## config.mk

```make
export PLATFORM = sky130hd
export DESIGN_NAME = bcd_sub_serial
export DESIGN_NICKNAME = d
export VERILOG_FILES = /design/src/rtl/bcd_pkg.sv /design/src/rtl/bcd_digit_sub.sv /design/src/rtl/bcd_sub_serial.sv
export SDC_FILE = /design/constraint.sdc
export NUM_CORES = 1
export LEC_CHECK = 0
export ABC_AREA = 1
export BUFFER_PORTS_ARGS = -buffer_cell sky130_fd_sc_hd__buf_2
export CAP_MARGIN = 10
export CORE_ASPECT_RATIO = 1.75
export CORE_UTILIZATION = 40
export DETAILED_ROUTE_END_ITERATION = 6
export GPL_ROUTABILITY_DRIVEN = 0
export PLACE_DENSITY = 0.65
export SLEW_MARGIN = 25
export SYNTH_ARGS = -nofsm -noshare
export SYNTH_HDL_FRONTEND = slang
export SYNTH_SLANG_ARGS = --single-unit
export TNS_END_PERCENT = 10
```

## constraint.sdc

```tcl
create_clock -name clk -period 4.32 [get_ports clk]
set_input_delay 0.432 -clock clk [delete_from_list [all_inputs] [get_ports clk]]
set_output_delay 0.432 -clock clk [all_outputs]
set_load 0.05 [all_outputs]
```

## src/rtl/bcd_pkg.sv

```systemverilog
// Shared decimal-arithmetic definitions: radix constants, the BCD digit type
// and the serial subtractor's state encoding.
package bcd_pkg;

  localparam int unsigned BCD_RADIX = 10;
  localparam int unsigned BCD_MAX   = 9;

  typedef logic [3:0] bcd_digit_t;

  typedef enum logic [1:0] {
    IDLE = 2'd0,
    RUN  = 2'd1,
    DONE = 2'd2
  } bcd_state_e;

  function automatic logic digit_valid(input bcd_digit_t d);
    return d <= 4'(BCD_MAX);
  endfunction

endpackage

```

## src/rtl/bcd_digit_sub.sv

```systemverilog
// Combinational single-digit BCD subtractor: d = a - b - br with decimal borrow,
// plus a flag when either input digit is not a legal BCD value.
module bcd_digit_sub
  import bcd_pkg::*;
(
  input  bcd_digit_t i_a,
  input  bcd_digit_t i_b,
  input  logic       i_br,
  output bcd_digit_t o_d,
  output logic       o_br,
  output logic       o_dig_err
);

  logic [4:0] w_sub;

  always_comb begin
    w_sub = {1'b0, i_b} + {4'b0000, i_br};
    if ({1'b0, i_a} >= w_sub) begin
      o_d  = 4'({1'b0, i_a} - w_sub);
      o_br = 1'b0;
    end else begin
      // Borrow one ten from the next digit up.
      o_d  = 4'({1'b0, i_a} + 5'(BCD_RADIX) - w_sub);
      o_br = 1'b1;
    end
    o_dig_err = !digit_valid(i_a) || !digit_valid(i_b);
  end

endmodule

```

## src/rtl/bcd_sub_serial.sv

```systemverilog
// Digit-serial multi-digit BCD subtractor: one decimal digit per clock, LSD first,
// ten's-complement difference with borrow-out, invalid-digit flag and done pulse.
module bcd_sub_serial
  import bcd_pkg::*;
#(
  parameter int unsigned DIGITS = 4
) (
  input  logic                clk,
  input  logic                rst_n,
  input  logic                start,
  input  logic [4*DIGITS-1:0] a,
  input  logic [4*DIGITS-1:0] b,
  input  logic                bin,
  output logic                busy,
  output logic                done,
  output logic [4*DIGITS-1:0] diff,
  output logic                bout,
  output logic                err
);

  localparam int unsigned W     = 4 * DIGITS;
  localparam int unsigned IDX_W = (DIGITS > 1) ? $clog2(DIGITS) : 1;

  bcd_state_e r_state, w_state_nxt;

  logic [W-1:0]     r_a, r_b, r_res, r_diff;
  logic             r_br, r_err_acc, r_bout, r_err;
  logic [IDX_W-1:0] r_idx;

  bcd_digit_t       w_d;
  logic             w_br_nxt, w_dig_err, w_last, w_err_all;
  logic [W-1:0]     w_res_shift;

  bcd_digit_sub u_digit_sub (
    .i_a      (r_a[3:0]),
    .i_b      (r_b[3:0]),
    .i_br     (r_br),
    .o_d      (w_d),
    .o_br     (w_br_nxt),
    .o_dig_err(w_dig_err)
  );

  assign w_last      = (r_idx == IDX_W'(DIGITS - 1));
  assign w_err_all   = r_err_acc | w_dig_err;
  // New digit enters at the top so digit 0 ends up in [3:0] after DIGITS steps.
  assign w_res_shift = (r_res >> 4) | (W'(w_d) << (W - 4));

  always_comb begin
    w_state_nxt = r_state;
    unique case (r_state)
      IDLE:    if (start) w_state_nxt = RUN;
      RUN:     if (w_last) w_state_nxt = DONE;
      DONE:    w_state_nxt = IDLE;
      default: w_state_nxt = IDLE;
    endcase
  end

  always_ff @(posedge clk or negedge rst_n) begin
    if (!rst_n) begin
      r_state <= IDLE;
    end else begin
      r_state <= w_state_nxt;
    end
  end

  always_ff @(posedge clk or negedge rst_n) begin
    if (!rst_n) begin
      r_a       <= '0;
      r_b       <= '0;
      r_res     <= '0;
      r_br      <= 1'b0;
      r_err_acc <= 1'b0;
      r_idx     <= '0;
      r_diff    <= '0;
      r_bout    <= 1'b0;
      r_err     <= 1'b0;
    end else begin
      unique case (r_state)
        IDLE: begin
          if (start) begin
            r_a       <= a;
            r_b       <= b;
            r_br      <= bin;
            r_res     <= '0;
            r_err_acc <= 1'b0;
            r_idx     <= '0;
          end
        end
        RUN: begin
          r_a       <= r_a >> 4;
          r_b       <= r_b >> 4;
          r_br      <= w_br_nxt;
          r_res     <= w_res_shift;
          r_err_acc <= w_err_all;
          r_idx     <= r_idx + IDX_W'(1);
          if (w_last) begin
            // An invalid digit anywhere suppresses the numeric result.
            r_diff <= w_err_all ? '0 : w_res_shift;
            r_bout <= w_err_all ? 1'b0 : w_br_nxt;
            r_err  <= w_err_all;
          end
        end
        default: ;
      endcase
    end
  end

  assign busy = (r_state != IDLE);
  assign done = (r_state == DONE);
  assign diff = r_diff;
  assign bout = r_bout;
  assign err  = r_err;

endmodule

```

### Word level (Yosys, flattened, before mapping)

Index checks and enable logic that the tools add are counted.

* bits of input ports: 36
* output and inout port bits: 20
* logic and storage cells: 53
* register bits: 72

* add/sub/neg operators: 5
* muxes and demuxes: 19
* $lt $le $gt $ge: 3
* bitwise operators: 2
* reductions and logical operators: 9
* equal/unequal tests: 5

Operators with widths (number)
* $pmux 16 s2: 3
* $mux 16: 4
* $or 12x16->16: 1
* $le 4x4->1 const B: 2
* $pmux 2 s2: 2
* $sub 4x4->4: 2
* $mux 2: 3
* $reduce_and 2->1: 3
* $add 4x1->5: 1
* $ge 4x5->1: 1
* $add 4x4->4 const B: 1
* $eq 2x2->1 const B: 2
* $mux 1: 4
* $mux 4: 1
* $ne 2x2->1 const B: 2
* $pmux 1 s2: 2
* $reduce_bool 2->1: 2
* $add 2x1->2 const B: 1
* $eq 2x1->1 const B: 1
* $logic_not 1->1: 2
* $logic_not 2->1: 1
* $logic_or 1x1->1: 1
* $or 1x1->1: 1

### Depth between registers and ports, before layout

Gate-level depths: netlist (run 1).

* word-level depth: 5
* gate-level depth with buffers: 14
* gate-level depth less buffers: 14

### Modules after synthesis

From an unflattened synthesis (run 1), not the netlist that was laid out.

* cell total of the unflattened synthesis: 441
* area, all modules: 3467.1 um^2

By module, submodules not included
* bcd_sub_serial: cells each 388, times used 1, seq. area each 1701.6 um^2, area an instance 3094.2 um^2
* bcd_digit_sub: cells each 53, times used 1, seq. area each 0.0 um^2, area an instance 372.9 um^2

### Worst setup path before layout (run 1)

OpenSTA, ideal clock, no wires.

* path type: flip-flop to flip-flop
* from: register r_b[0]
* to: register r_diff[15], in the netlist diff[15]
* path slack: 2076 ps
* arrival: 2126 ps
* cell stages (with the launch flop): 11
* period minus slack after synthesis: 2244 ps
* library setup time: 118 ps
* required time: 4202 ps
* buffers on the path: 0
* cell sequence: dfrtp_1 > ha_1 > ha_1 > ha_1 > inv_1 > ha_1 > fa_1 > xnor2_1 > nand2_1 > nand3_1 > nand2_1

* cells in the longest elaborated chain, start to end: 5
* elaborated cells on any way between the ends: 11
* those cells by class: add/sub (3); order compare (2); mux (2); bitwise (2); reduce/logical (2)

RTL lines
* start: declaration: line bcd_sub_serial.sv:26 `logic [W-1:0] r_a, r_b, r_res, r_diff;`
* start signal: assignment: line bcd_sub_serial.sv:91 `r_b <= r_b >> 4;`
* $add 4x1->5 / $le 4x4->1 (equally long branches): line bcd_digit_sub.sv:17, bcd_pkg.sv:17
* $sub 4x4->4 (tied with other cells): line bcd_digit_sub.sv:23 `o_d = 4'({1'b0, i_a} + 5'(BCD_RADIX) - w_sub);`
* $mux 4 / $logic_or 1x1->1 (equally long branches): line bcd_digit_sub.sv:18, bcd_digit_sub.sv:26
* $or 12x16->16 / $or 1x1->1 (equally long branches): line bcd_sub_serial.sv:46, bcd_sub_serial.sv:44
* $mux 16 (*): line bcd_sub_serial.sv:98 `r_diff <= w_err_all ? '0 : w_res_shift;`
* end signal: assignment: line bcd_sub_serial.sv:98
* end: declaration: line bcd_sub_serial.sv:26

Every way passes the cells marked *; elsewhere a longest branch is shown, timed or not.
A chain may end at the register's enable or synchronous reset.

### Worst setup path in the final report (run 1)

* from: register r_b[0]
* to: register r_res[15]

* cells in the longest elaborated chain, start to end: 5
* elaborated cells on any way between the ends: 7
* those cells by class: add/sub (3); order compare (1); mux (2); bitwise (1)

RTL lines
* $add 4x1->5 (*): line bcd_digit_sub.sv:17 `w_sub = {1'b0, i_b} + {4'b0000, i_br};`
* $sub 4x4->4 (tied with other cells): line bcd_digit_sub.sv:23
* $mux 4 (*): line bcd_digit_sub.sv:18 `if ({1'b0, i_a} >= w_sub) begin`
* $or 12x16->16 (*): line bcd_sub_serial.sv:46 `assign w_res_shift = (r_res >> 4) | (W'(w_d) << (W - 4));`
* $pmux 16 s2 (*): line bcd_sub_serial.sv:78 `unique case (r_state)`
* end signal: assignment: line bcd_sub_serial.sv:93 `r_res <= w_res_shift;`
* end: declaration: line bcd_sub_serial.sv:26

Marked as above.

==> reports/qor.csv, run 1 <==
metric,value,unit
status,"complete, no violations",
rows,42,
synth_top_area_frac,0.548,
synth_cells,335,
drtAntennaViolNets,0,
p_leak,1.93,nW
cts_resized,0,
num_vias,2416,
r2r_slack,1.84,ns
dpl.cell_count,464,
worstPathArrival,2.70,ns
start_util,0.413,
ir_drop,0.386,mV
hold_violations,0,
grt_busiest_layer,met2,
critPathMaxFanout,3,
required,4.54,ns
timing.final.crit_share,0.574,
vias_per_cell,5.04,
track_usage,0.182,
grtUsageMet3,0.0589,
clk_pin_slew,0.06,ns
fin_hold_ws,0.122,ns
maxCapViolCount,0,
slew_violations,0,
grt_first_pass_wirelength,10800,um
yosysWarnings,0,
numPortBuffers,55,
synth-seq-cells,68,
layoutNonFillerInstCount,479,
first_global_vias,2386,
worst_slew_pin_slew,0.972,ns
cts_tree,yes,
cts-root-buf,clkbuf_16,
n_antenna_cell,0,
die-area,8130,sq um
timing.fmax,0.403,GHz
r2r-start,r_b[0],
synth.avg_cell_area,9.27,sq um
post-route-min-period,2.48,ns
nFillCells,700,
p_total,3.71,mW
grt-ovfl-total,0,
fin_skew,0.00541,ns
drive_gt1_frac,0.220,
drt-total-wl,6520,um
syn_nets,383,
mappedNetlistArea,3100,sq um
drc,0,
htreeDepth,3,
power.density,980,nW/um^2
rsz0062_at_grt,no,
die_h,119,um
max_slew_margin,0.351,
yosysUniqueCellTypes,25,
fin_tns_setup,0,ns
ctsHoldBuffers,0,
area_delta_synth_final,22.0,%
grt_max_degree,46,
synth_ff_type,dfrtp_1,
cts.sinks,68,
clk-insertion-delay-late,0.33,ns
detail_route.wl_per_cell,13.6,um
grt_util_met1,0.215,
drt_first_pass_iters,4,
post_cts_buffers,0,
use_met2,0.288,
path_class,reg -> reg,
cts_buffer_depth,2,
r2r_cells,10,
start_kind,flip-flop,
hold_path_class,in -> async,
cts_buffers,9,
setup_viol,0,
core_area,7510,sq um
layout.nets,435,
async_reset_ff_frac,1.00,
dp_hpwl,4440,um
endpoint_kind,flip-flop,
grt_antenna_before_repair,0,
synthTopCellsByArea,"dfrtp_1 (55%), nand2_1 (7.5%), o21ai_0 (7.4%)",
yosysSeqAreaShare,0.548,
r2r_end,r_res[15],
synth_top_area_cell,dfrtp_1,
final_core_util,0.504,
dr.first_iter.drc_count,62,
synth_edf_count,0,
die_w,68.6,um
boundaryPins,56,
[final cells by class]
cell class / instances / area (sq um) / share of cell area
Timing Repair Buffer: 56 / 283 / 0.0747
Tap cell: 88 / 110 / 0.0291
Clock inverter: 6 / 136 / 0.0360
Sequential cell: 68 / 1700 / 0.449
Clock buffer: 9 / 225 / 0.0595
Inverter: 38 / 143 / 0.0377
Multi-Input combinational cell: 214 / 1190 / 0.314
[placed cells by master (no fill, tap or decap), types with 2 or more instances in the layout]
cell type and instances:
nand3_1 13, dfrtp_1 68, bufinv_16 4, xnor2_1 3, xor2_1 2, o21ai_2 9, nand2_1 62, inv_1 36
nor2_1 30, fa_1 2, o21ai_0 46, inv_2 2, clkbuf_16 9, a22o_1 9, a21oi_1 5, o22ai_1 16
nand2_2 2, buf_2 55, ha_1 10
[critical path, stage by stage (launching register included)]
cell     delay (ns)
dfrtp_1        0.38
ha_1           0.23
ha_1           0.34
ha_1           0.34
inv_1          0.06
ha_1           0.22
fa_1           0.39
xnor2_1        0.16
nand2_1        0.08
nand3_1        0.10
nand2_1        0.06
[cell usage after synthesis, types with 2 or more instances]
| library cell | instances |
|---|---|
| nand2_1 | 62 |
| fa_1 | 2 |
| clkbuf_1 | 6 |
| o22ai_1 | 16 |
| xor2_1 | 2 |
| a21oi_1 | 5 |
| buf_2 | 7 |
| inv_1 | 36 |
| o21ai_2 | 9 |
| nand3_1 | 13 |
| nand2_2 | 2 |
| nor2_1 | 30 |
| xnor2_1 | 3 |
| ha_1 | 10 |
| dfrtp_1 | 68 |
| inv_2 | 2 |
| o21ai_0 | 46 |
| a22o_1 | 9 |
[state kept, by name, summed over array words and instances (netlist names)]
| register | cells |
|---|---|
| bout | 1 |
| diff | 16 |
| err | 1 |
| r_a | 16 |
| r_b | 16 |
| r_br | 1 |
| r_err_acc | 1 |
| r_idx | 2 |
| r_res | 12 |
| r_state | 2 |
[power breakdown]
part / switching [mW] / internal (mW) / leakage, nW
sequential: 0.137 / 0.916 / 0.870
clock: 0.269 / 0.620 / 0.172
combinational: 1.19 / 0.574 / 0.886
[logic make-up (layout without fill, tap and decap cells)]
family          Yosys count  in the layout  share of synthesized area
compound gates           88             88                      0.172
xor+xnor                  5              5                     0.0141
fa+ha+maj                12             12                     0.0532
buf+inv                  53            109                     0.0693
flops                    68             68                      0.548
simple gates            109            109                      0.143
[how the worst max path moves through the flow]
stage / startpoint / endpoint / slack (ns) / cells past startpoint
after CTS: r_b[0] / r_res[15] / 1.84 / 10
after global routing: r_state[0] / r_a[10] / 1.65 / 5
after detailed placement: r_b[0] / r_res[15] / 1.85 / 10
after floorplan: r_b[0] / diff[15] / 2.08 / 10
after global placement: r_b[0] / r_res[15] / 1.89 / 10
final: r_b[0] / r_res[15] / 1.84 / 10
[metrics by stage]
stage	setup slack [ns]	cell area (sq um)
2_1_floorplan	2.08	3100
3_3_place_gp	1.89	3420
3_5_place_dp	1.85	3420
4_1_cts	1.84	3790
5_1_grt	1.65	3790
6_report	1.84	3790
[layer usage]
| layer | routed length, um | vias up |
|---|---|---|
| li1 | - | 1204 |
| met4 | 167 | 0 |
| met1 | 2780 | 1146 |
| met3 | 284 | 11 |
| met2 | 3300 | 55 |
| met5 | 0 | - |
Power figures use the tool's default switching activity.
==> inputs of run 2 (changes only) <==
Clock period 4.32 ns to 2.38 ns, I/O delays scaled along.
==> run 2 against run 1 <==
  * Combinational power increased by 92%
  * First-iteration DRC count increased by 110%
  * Worst setup slack got worse by 1.8 ns
  * Largest power group unchanged
  * Highest routed layer unchanged
==> reports/qor.csv, run 2 (synthesis gave the netlist of run 1 again) <==
metric,value,unit
status,"complete, no violations",
p_clk_frac,0.224,
cts_tree,yes,
r2r-start,r_b[0],
path_class,reg -> reg,
vias_per_cell,5.07,
drt-total-wl,6730,um
grt-ovfl-total,0,
n_antenna_cell,0,
min_from,b[13],
fin_tns_setup,0,ns
start_kind,flip-flop,
cts-root-buf,clkbuf_16,
die_h,119,um
nFillCells,704,
drc,0,
ir_drop,0.723,mV
grt_first_pass_wirelength,11200,um
timing.fmax,0.437,GHz
htreeDepth,3,
fin_skew,0.00593,ns
detail_route.wl_per_cell,13.9,um
post-route-min-period,2.29,ns
worst_slew_pin_slew,0.639,ns
start_util,0.413,
required,2.60,ns
cts_buffer_depth,2,
power.share.combinational,0.495,
area_delta_synth_final,24.2,%
cts.sinks,68,
grt_max_degree,45,
switchingPower,2.97,mW
endpoint_kind,flip-flop,
p_seq_frac,0.280,
layout.nets,441,
boundaryPins,56,
hold_path_class,in -> reg,
layout_common_cells,"dfrtp_1 (68), nand2_1 (61), buf_2 (55), o21ai_0 (46), inv_1 (36)",
drt_first_pass_iters,4,
clk_pin_slew,0.06,ns
critPathMaxFanout,3,
sw_frac_of_total,0.433,
timing.final.crit_share,0.962,
power.density,1780,nW/um^2
crit_start,r_b[0],
ff_latch_area,1700,sq um
drtAntennaViolNets,0,
maxCapViolCount,0,
slew_violations,0,
p_leak,1.95,nW
final_common_cell,dfrtp_1,
hold_violations,0,
drive_gt1_frac,0.241,
multi_input_area,1220,sq um
fin_ws,0.0895,ns
num_vias,2462,
r2r_slack,0.09,ns
cts_buffers,9,
worstPathArrival,2.51,ns
rows,42,
dr.first_iter.drc_count,128,
clk-insertion-delay-late,0.33,ns
grt_antenna_before_repair,0,
intPower,3.89,mW
post_cts_buffers,0,
dp_hpwl,4600,um
setup_viol,0,
numPortBuffers,55,
max_slew_margin,0.573,
track_usage,0.190,
core_area,7510,sq um
die-area,8130,sq um
die_w,68.6,um
place_ws,0.00993,ns
first_global_vias,2484,
## run 2: cell count changes in the layout (fill, tap and decap cells not counted), sizes merged
cell / before / now
clkbuf: 9 / 11
clkinv: 0 / 1
dlygate4sd3: 0 / 1
buf: 56 / 61
bufinv: 4 / 3
clkinvlp: 1 / 0
## run 2: what timing repair did
action | 4_1_cts | 5_1_grt
hold buffers | 1 | 0
hold endpoints to repair | 26 | 0
resized for setup | 1 | 4
setup endpoints to repair | 1 | 8
## run 2: worst max-delay path, cell delays in order (launching register included)
cell	delay, ns
dfrtp_1	0.38
ha_1	0.24
ha_4	0.24
ha_4	0.28
inv_1	0.04
ha_1	0.22
fa_1	0.38
xnor2_1	0.17
nand2_1	0.09
nand3_1	0.07
nand2_1	0.05
## run 2: final timing paths
kind,to,depth (start not counted)
worst min register to register,diff[9],2
worst min-delay path,r_b[13],2
min in group asynchronous,r_a[7],2
max in group asynchronous,r_a[1],3
worst max-delay path,diff[15],10
worst max register to register,diff[15],10
## run 2: through the flow
step,utilization,hold WS [ns],std cells,total power [mW],instance area [sq um]
6_report,0.513,0.134,486,6.85,3860
4_1_cts,0.510,0.126,486,6.82,3830
2_1_floorplan,-,-0.0576,335,4.45,3100
5_1_grt,0.513,0.129,486,7.40,3860
3_3_place_gp,0.461,0.288,469,5.09,3460
3_5_place_dp,0.461,0.293,469,5.21,3460
## run 2: area by class of cell
type,count,area share
Clock inverter,5,0.0279
Timing Repair Buffer,62,0.0857
Inverter,38,0.0370
Clock buffer,11,0.0629
Multi-Input combinational cell,214,0.317
Tap cell,88,0.0286
Sequential cell,68,0.441
## run 2: power by group through the flow
stage               combinational [mW]  clock [mW]  sequential (mW)
floorplan                         2.17           0             2.28
global placement                  3.18           0             1.91
detailed placement                3.28           0             1.93
CTS                               3.33        1.57             1.92
global route                      3.80        1.62             1.98
finish                            3.39        1.54             1.92
## run 2: layer usage
layer | wire (um) | vias to the layer above | track usage
met2 | 3520 | 60 | 0.311
met1 | 2720 | 1177 | 0.217
li1 | - | 1213 | -
met4 | 146 | 0 | 0.0768
met3 | 351 | 12 | 0.0647
met5 | 0 | - | 0
==> inputs of run 3 (changes only) <==
Settings changed: HOLD_SLACK_MARGIN from default to 0.1, PLACE_DENSITY 0.65 to 0.68.
Clock period 2.38 ns to 1.9 ns, I/O delays scaled along.
==> run 3 against run 2 <==
  * The run now ends with setup timing left
  * Register-to-register slack got worse by 0.32 ns
  * Critical path depth decreased by 1
  * Fmax increased by 7.6%
  * Clock power increased by 6%
  * Worst setup slack got worse by 0.32 ns
  * Worst hold slack got worse by 0.010 ns
  * Largest power group unchanged
  * Highest routed layer unchanged
==> reports/qor.csv, run 3 (synthesis gave the netlist of run 1 again) <==
metric,value,unit
status,"complete, but fails checks",
violations,setup timing,
start_util,0.413,
drc,0,
fin_hold_ws,0.124,ns
grt-ovfl-total,0,
power.density,2160,nW/um^2
track_usage,0.200,
fin_skew,0.00609,ns
layout_common_cells,"dfrtp_1 (68), nand2_1 (60), buf_2 (55), o21ai_0 (46), inv_1 (35)",
hold_path_class,in -> reg,
first_global_vias,2671,
maxCapViolCount,0,
drtAntennaViolNets,0,
worst_slew_pin_slew,0.614,ns
timing.fmax,0.470,GHz
max_slew_margin,0.589,
rsz0062_at_grt,yes,
boundaryPins,56,
p_leak,2.04,nW
n_antenna_cell,0,
dr.first_iter.drc_count,131,
use_met2,0.338,
rows,42,
num_vias,2548,
cts-root-buf,clkbuf_16,
grt_first_pass_wirelength,12000,um
hold_violations,0,
die_w,68.6,um
cts_tree,yes,
numPortBuffers,55,
setup_viol,8,
clk-insertion-delay-late,0.34,ns
detail_route.wl_per_cell,13.6,um
drt_first_pass_iters,4,
final_common_cell,dfrtp_1,
ir_drop,0.954,mV
path_class,reg -> reg,
area_delta_synth_final,29.9,%
grt_antenna_before_repair,0,
vias_per_cell,5.03,
dp_hpwl,4870,um
endpoint_kind,flip-flop,
final_core_util,0.537,
layout.nets,462,
start_kind,flip-flop,
drive_gt1_frac,0.272,
clk_pin_slew,0.06,ns
slew_violations,0,
critPathMaxFanout,4,
dpl.cell_count,481,
post-route-min-period,2.13,ns
layoutNonFillerInstCount,507,
hold_depth,3,
core_area,7510,sq um
r2r_cells,9,
die-area,8130,sq um
drt-total-wl,6890,um
grt_max_degree,31,
grt_busiest_layer,met2,
cts_buffers,9,
cts.sinks,68,
grtUsageMet3,0.0560,
timing.final.crit_share,1.12,
fin_ws,-0.228,ns
htreeDepth,3,
grt_util_met1,0.224,
worstPathArrival,2.40,ns
required,2.17,ns
cts_buffer_depth,2,
die_h,119,um
==> run 3: cell count changes in the layout (fill, tap and decap cells not counted), sizes merged <==
cell / change
buf: +13
inv: -1
clkbuf: -2
dlygate4sd3: +8
bufinv: -2
clkinv: +5
==> run 3: worst paths after layout <==
| path | start | endpoint | slack [ns] |
|---|---|---|---|
| max reg2reg | r_br | r_res[14] | -0.23 |
| min | b[2] | r_b[2] | 0.12 |
| min in group asynchronous | rst_n | r_a[14] | 0.38 |
| min reg2reg | diff[10] | diff[10] | 0.48 |
| max in group asynchronous | rst_n | diff[14] | 0.85 |
| max | r_br | r_res[14] | -0.23 |
==> run 3: per-stage QoR <==
step	power (mW)	TNS, ns	setup slack (ns)	instance area, sq um
2_1_floorplan	5.73	-0.834	-0.153	3150
5_1_grt	9.42	-2.12	-0.328	4030
3_3_place_gp	6.83	-1.41	-0.206	3620
3_5_place_dp	6.99	-1.90	-0.281	3620
4_1_cts	8.75	-1.17	-0.226	4030
6_report	8.69	-1.19	-0.228	4030
==> run 3: worst max-delay path, cell delays in order (launching register included) <==
cell	delay [ns]
dfrtp_1	0.41
ha_4	0.19
ha_4	0.16
xnor2_1	0.12
ha_1	0.35
fa_2	0.58
inv_1	0.04
nand2_1	0.07
nand3_1	0.06
nand2_1	0.08
==> run 3: cell type report <==
class | count | area, sq um
inverter | 38 | 143
sequential | 68 | 1700
timing repair buffer | 83 | 533
multi-input combinational | 214 | 1250
clock buffer | 9 | 225
clock inverter | 7 | 67.6
fill | 684 | 3480
tap | 88 | 110
==> run 3: what timing repair did <==
item / CTS / global route
gates resized for setup: 5 / 0
hold endpoints to repair: 30 / 0
setup buffers: 1 / 0
hold buffers: 9 / 0
endpoints found under the setup margin: 8 / 8
pin swaps: 3 / 0
gates cloned: 0 / 0
==> run 3: power by group <==
part | total [mW] | internal (mW) | switching, mW
combinational | 4.64 | 1.77 | 2.87
clock | 1.63 | 1.01 | 0.624
sequential | 2.42 | 2.08 | 0.338
total | 8.69 | 4.86 | 3.83
==> run 3: metal layers <==
metal	part of all wire	wire, um	vias up
met1	0.39	2710	1214
met3	0.043	296	13
met4	0.021	146	0
met5	0	0	-
li1	-	-	1258
met2	0.54	3740	63
